### src/rtl/regfile_write_arbiter.sv
// Round-robin arbiter for the single LEGv8 register-file write port, plus the
// per-register pending-write scoreboard used by decode to stall hazardous reads.
module regfile_write_arbiter #(
    parameter int n = 64
) (
    input  logic         clock,
    input  logic         reset,
    input  logic         req0_valid,
    output logic         req0_ready,
    input  logic [4:0]   req0_addr,
    input  logic [n-1:0] req0_data,
    input  logic         req1_valid,
    output logic         req1_ready,
    input  logic [4:0]   req1_addr,
    input  logic [n-1:0] req1_data,
    input  logic         rsv_valid,
    input  logic [4:0]   rsv_addr,
    output logic         W,
    output logic [4:0]   DA,
    output logic [n-1:0] D,
    output logic [31:0]  pending,
    output logic         idle
);

    localparam logic [4:0] XZR = 5'd31;

    logic         w_q, w_d;
    logic [4:0]   da_q, da_d;
    logic [n-1:0] d_q, d_d;
    logic [31:0]  pending_q, pending_d;
    logic         last_grant_q, last_grant_d;
    logic         gnt0, gnt1;

    // Grant depends only on valids and last_grant, never on the output stage.
    always_comb begin
        // NOTE: every signal driven here gets a default first so no latch is inferred.
        gnt0 = 1'b0;
        gnt1 = 1'b0;
        if (req0_valid && req1_valid) begin
            gnt0 = last_grant_q;
            gnt1 = ~last_grant_q;
        end else begin
            gnt0 = req0_valid;
            gnt1 = req1_valid;
        end
    end

    always_comb begin
        w_d          = 1'b0;
        da_d         = da_q;
        d_d          = d_q;
        last_grant_d = last_grant_q;
        if (gnt0) begin
            w_d          = (req0_addr != XZR);
            da_d         = req0_addr;
            d_d          = req0_data;
            last_grant_d = 1'b0;
        end else if (gnt1) begin
            w_d          = (req1_addr != XZR);
            da_d         = req1_addr;
            d_d          = req1_data;
            last_grant_d = 1'b1;
        end
    end

    // Clear is applied before set so a same-edge reservation of the written register wins.
    always_comb begin
        pending_d = pending_q;
        if (w_q) begin
            pending_d[da_q] = 1'b0;
        end
        if (rsv_valid && (rsv_addr != XZR)) begin
            pending_d[rsv_addr] = 1'b1;
        end
        pending_d[31] = 1'b0;
    end

    always_ff @(posedge clock) begin
        // NOTE: sequential state uses non-blocking assignments so all registers update together.
        if (!reset) begin
            w_q          <= 1'b0;
            da_q         <= '0;
            d_q          <= '0;
            pending_q    <= '0;
            last_grant_q <= 1'b1;
        end else begin
            w_q          <= w_d;
            da_q         <= da_d;
            d_q          <= d_d;
            pending_q    <= pending_d;
            last_grant_q <= last_grant_d;
        end
    end

    assign req0_ready = gnt0;
    assign req1_ready = gnt1;
    assign W          = w_q;
    assign DA         = da_q;
    assign D          = d_q;
    assign pending    = pending_q;
    assign idle       = (pending_q == 32'd0) && !w_q;

endmodule
### config.mk
export PLATFORM = sky130hd
export DESIGN_NAME = regfile_write_arbiter
export DESIGN_NICKNAME = d
export VERILOG_FILES = /design/src/rtl/regfile_write_arbiter.sv
export SDC_FILE = /design/constraint.sdc
export NUM_CORES = 1
export LEC_CHECK = 0
export ABC_AREA = 1
export CORE_MARGIN = 8
export CORE_UTILIZATION = 50
export CTS_BUF_LIST = sky130_fd_sc_hd__clkbuf_2
export DETAILED_ROUTE_END_ITERATION = 8
export DONT_BUFFER_PORTS = 1
export PLACE_DENSITY = 0.76
export SLEW_MARGIN = 20
export SYNTH_ARGS = -nofsm -noshare
export SYNTH_HDL_FRONTEND = slang
export SYNTH_SLANG_ARGS = --single-unit
### constraint.sdc
create_clock -name clock -period 2.43 [get_ports clock]
set_clock_uncertainty 0.2 [all_clocks]
set_input_delay 0.3645 -clock clock [delete_from_list [all_inputs] [get_ports clock]]
set_output_delay 0.3645 -clock clock [all_outputs]
set_load 0.02 [all_outputs]
## Word-level counts from Yosys, hierarchy flattened

Index checks and enable logic that the tools add are counted.

- Magnitude comparators: 4
- Equal/unequal tests: 3
- Mux-type cells: 16
- Bitwise logic cells: 4
- Reductions and logical operators: 8

Operator list:

| kind | count |
|---|---|
| 2-to-1 mux 64 bit | 2 |
| 2-to-1 mux 31 bit | 2 |
| logical NOT 32 bit | 1 |
| bitwise AND 31 bit | 1 |
| NOT 31 bit | 1 |
| bitwise OR 31 bit | 1 |
| != test 5 bit (second input constant) | 3 |
| less-than comparator 5 x 6 -> 1 bit (second input constant) | 2 |
| demux 1 bit (select 5 bit) | 2 |
| >= comparator 5 x 1 -> 1 bit (second input constant) | 2 |
| 2-to-1 mux 5 bit | 2 |
| 2-to-1 mux 1 bit | 8 |
| logical AND 1 bit | 5 |
| nonzero test 2 bit | 1 |
| logical NOT 1 bit | 1 |
| NOT 1 bit | 1 |

- Flip-flop bits (word level): 102
- Bits of input ports: 148
- Output and inout port bits: 105
- Logic and storage cells: 40

## Logic depth before layout (Yosys ltp)

Gate-level depths: netlist of run 1.

- Depth in word-level cells: 9
- Gate-level depth with buffers: 9
- Gate-level depth less buffers: 8

## Least setup slack after synthesis of run 1

Ideal clock, no wire load.

- Path type: reg2out
- Start point: register w_q (netlist: W)
- End point: output port idle
- Arrival: 1.148 ns
- Data required time: 1.865 ns
- Setup slack: 0.718 ns
- Cell stages (with the launch flop): 6
- Buffers on the path: 0
- Cells stage by stage: dfxtp_1 nor2_1 nand2_1 nor2_1 nand2_1 nor3_1

- Longest elaborated chain between the ends: 2

Ends and longest elaborated chain:

| what | RTL line | source |
|---|---|---|
| start, declared | 27 | `logic w_q, w_d;` |
| start signal, assigned | 87 | `w_q <= w_d;` |
| logical NOT 1 bit | 101 | `assign idle = (pending_q == 32'd0) && !w_q;` |
| logical AND 1 bit | 101 |  |
| end, declared | 22 | `output logic idle` |

No other way between the ends.

## Worst setup path after layout of run 1

- Start point: input port rsv_addr[2]
- End point: register pending_q[9] (netlist: pending[9])

- Longest elaborated chain between the ends: 6
- Elaborated cells on any way between the ends: 9
- Classes of those cells: order compare: 2; eq/ne: 1; mux: 3; bitwise: 1; reduce/logical: 2

Ends and longest elaborated chain:

| what | RTL line | source |
|---|---|---|
| start, declared | 17 | `input logic [4:0] rsv_addr,` |
| less-than comparator 5 x 6 -> 1 bit (not written as such) / >= comparator 5 x 1 -> 1 bit (equally long branches) | 73 | `pending_d[rsv_addr] = 1'b1;` |
| logical AND 1 bit (not written as such) | 73 |  |
| 2-to-1 mux 1 bit (not written as such) | 73 |  |
| demux 1 bit (select 5 bit) | 73 |  |
| bitwise OR 31 bit (no line) | -- |  |
| 2-to-1 mux 31 bit (*) | 72 | `if (rsv_valid && (rsv_addr != XZR)) begin` |
| end signal, assigned | 90 | `pending_q <= pending_d;` |
| end, declared | 30 | `logic [31:0] pending_q, pending_d;` |

Every way passes the cells marked *; elsewhere a longest branch is shown, timed or not.
A chain may end at the register's enable or synchronous reset.

==> results of run 1 <==
-- synth_stat cells --
library cell,number,area [um^2]
o211ai_1,1,7.51
o21ai_0,29,145
buf_1,1,3.75
a21oi_1,35,175
nor3_1,1,5.00
nand4_1,10,62.6
clkbuf_1,11,41.3
nand2_2,2,12.5
buf_4,8,60.1
nand3_1,105,526
dfxtp_1,102,2040
nor2_4,2,22.5
a31oi_1,1,6.26
buf_2,24,120
nor2_1,171,642
and3_1,1,6.26
nand2_1,237,890
buf_6,2,22.5
inv_2,4,15.0
conb_1,1,3.75
inv_1,86,323
-- registers in the layout, indices dropped and copies added (netlist names) --
name and flops:
pending 31, DA 5, W 1, D 64, last_grant_q 1
-- logic make-up (layout without fill, tap and decap cells) --
group,Yosys count,count (layout),share of synthesized area
and+or+nand+nor,529,529,0.422
DFF,102,102,0.398
other,1,5,0.000731
buffers and inverters,136,273,0.114
AOI/OAI and AO/OA,66,66,0.0651
-- path summary, 6_finish.rpt --
check | startpoint | to | slack, ps | cells past startpoint
worst max-delay path | rsv_addr[2] | pending[9]$_SDFF_PN0_ | -20 | 8
worst min-delay path | req0_valid | D[17]$_SDFFE_PN0P_ | 100 | 6
worst max register to register | last_grant_q$_SDFFE_PN1P_ | D[6]$_SDFFE_PN0P_ | 160 | 10
worst min register to register | pending[18]$_SDFF_PN0_ | pending[18]$_SDFF_PN0_ | 370 | 2
-- critical path: stages --
cell	delay [ps]
dlygate4sd3_1	660
inv_2	180
nand3_1	90
dlygate4sd3_1	580
nor2_1	100
dlygate4sd3_1	570
nand3_1	60
a21oi_1	150
-- cell usage in the layout, fill, tap and decap left out, types with 2 or more instances in the layout --
cell type	count
inv_1	86
clkbuf_2	9
buf_4	5
dfxtp_1	96
nand3_1	105
clkinvlp_4	2
nand2_1	237
o21ai_0	29
a21oi_1	35
bufinv_16	2
nor2_1	171
nor2_4	2
inv_2	2
dlygate4sd3_1	159
nand4_1	10
buf_12	2
dfxtp_2	5
diode_2	4
nand2_2	2
-- layer usage --
layer | vias to the layer above | part of all wire | global-route usage
met5 | - | 0 | 0
met4 | 0 | 0.048 | 0.155
met3 | 75 | 0.11 | 0.0954
met2 | 353 | 0.50 | 0.453
met1 | 2666 | 0.35 | 0.268
li1 | 2846 | - | -
-- final cells by class --
class                           instances  area share
Antenna cell                            4     0.00145
Timing Repair Buffer                  168       0.247
Tap cell                              136      0.0246
Inverter                               90      0.0493
Clock inverter                          6      0.0127
Multi-Input combinational cell        596       0.362
Sequential cell                       102       0.296
Clock buffer                            9     0.00651
-- repair_timing --
| action | CTS | global route |
|---|---|---|
| hold buffers | 159 | 0 |
| gates resized for setup | 0 | 12 |
| hold endpoints to repair | 102 | 0 |
| endpoints found under the setup margin | 0 | 35 |
| buffers inserted | 0 | 0 |
-- power by group through the flow --
stage | clock network [mW] | registers [mW] | logic (mW)
6_report | 0.910 | 2.01 | 0.819
3_5_place_dp | 0 | 2.04 | 0.493
3_3_place_gp | 0 | 2.04 | 0.485
5_1_grt | 0.999 | 2.03 | 0.907
4_1_cts | 0.917 | 2.01 | 0.771
2_1_floorplan | 0 | 2.00 | 0.421
==> results.sh, run 1 <==
export IMPL_worst_ep_arrival_time_ps=2760
export IMPL_status="complete, but fails checks"
export IMPL_clk_pin_slew_ps=290
export IMPL_path_class="in2reg"
export IMPL_hold_class="in2reg"
export IMPL_die_area_um2=13800
export IMPL_drt_initial_drc_count=575
export IMPL_pwr_share_clk=0.243
export IMPL_slew_headroom=0.458
export IMPL_wirelength_mm=18.7
export IMPL_first_pass_iters=5
export IMPL_clock_sink_count=102
export IMPL_core_area_um2=10100
export IMPL_stdcell_count=1111
export IMPL_syn_area_um2=5130
export IMPL_placed_cells=933
export IMPL_syn_nets=982
export IMPL_fin_setup_tns_ps=-20.7
export IMPL_synth_area_per_cell_um2=6.15
export IMPL_critPathMaxFanout=8
export IMPL_ys_warn_count=0
export IMPL_cts_tree="done"
export IMPL_fillers=786
export IMPL_area_growth_pct=34.9
export IMPL_start_util=0.506
export IMPL_drive_gt1_frac=0.0391
export IMPL_grtUsageTotal=0.263
export IMPL_fin_area_um2=6920
export IMPL_placed_area_um2=5160
export IMPL_ir_worst_vdd_uv=507
export IMPL_htreeDepth=3
export IMPL_p_switching_mw=1.22
export IMPL_syn_inst=834
export IMPL_synth_seq_area_share=0.398
export IMPL_postRouteAntennaNets=0
export IMPL_min_period_ps=2450
export IMPL_cap_violations=0
export IMPL_fin_util=0.683
export IMPL_cts_root_buffer="clkbuf_2"
export IMPL_seq_power_share=0.538
export IMPL_finalNetCount=1115
export IMPL_antenna_found_initial=3
export IMPL_wl_per_cell_um=16.8
export IMPL_die_w_um=117
export IMPL_p_int_mw=2.52
export IMPL_gp_congestion=0.852
export IMPL_grt_pass1_wl_mm=29.9
export IMPL_setup_slack_ps=-20.7
export IMPL_post_drt_via_cell_ratio=5.35
export IMPL_cp_start_kind="primary input"
export IMPL_vias=5940
export IMPL_setup_viol=1
export IMPL_synth_seq_cells=102
export IMPL_grt_max_degree=70
export IMPL_fmax_mhz=408
export IMPL_row_count=37
export IMPL_finalCritPeriodShare=1.01
export IMPL_dp_hpwl_mm=11.6
export IMPL_failed_checks="negative setup slack"
export IMPL_combPwrFrac=0.219
export IMPL_fp_dieH_um=117
export IMPL_powerDensity_nw_per_um2=540
export IMPL_pre_cts_slack_ps=672
export IMPL_power_share_switching=0.327
export IMPL_final_seq_area_um2=2050
export IMPL_ys_types=21
export IMPL_clock_path_buffers=2
export IMPL_worstMarginPinSlew_ps=810
export IMPL_first_global_vias=5889
export IMPL_cts_made_buffers=9
export IMPL_finalPower_mw=3.74
export IMPL_grt_overflow_total=0
export IMPL_drc=0
export IMPL_slew_violations=0
export IMPL_whs_ps=103
export IMPL_ioPinCount=253
export IMPL_clk_latency_ps=560
export IMPL_setup_worst_path_end_class="register"
export IMPL_worst_ep_required_time_ps=2740
export IMPL_portBuffers=0
export IMPL_p_leak_nw=3.47
export IMPL_multiInputGateArea_um2=2510
export IMPL_finalHoldViolations=0
Note: power is estimated with default switching activity, not from simulation.
==> inputs of run 2 (changes only) <==
--- a/config.mk
+++ b/config.mk
@@ -6,6 +6,7 @@
 export NUM_CORES = 1
 export LEC_CHECK = 0
 export ABC_AREA = 1
+export CAP_MARGIN = 10
 export CORE_MARGIN = 8
 export CORE_UTILIZATION = 50
 export CTS_BUF_LIST = sky130_fd_sc_hd__clkbuf_2
==> results of run 2 <==
No change in the layout: final DEF, timing and power equal those of run 1.
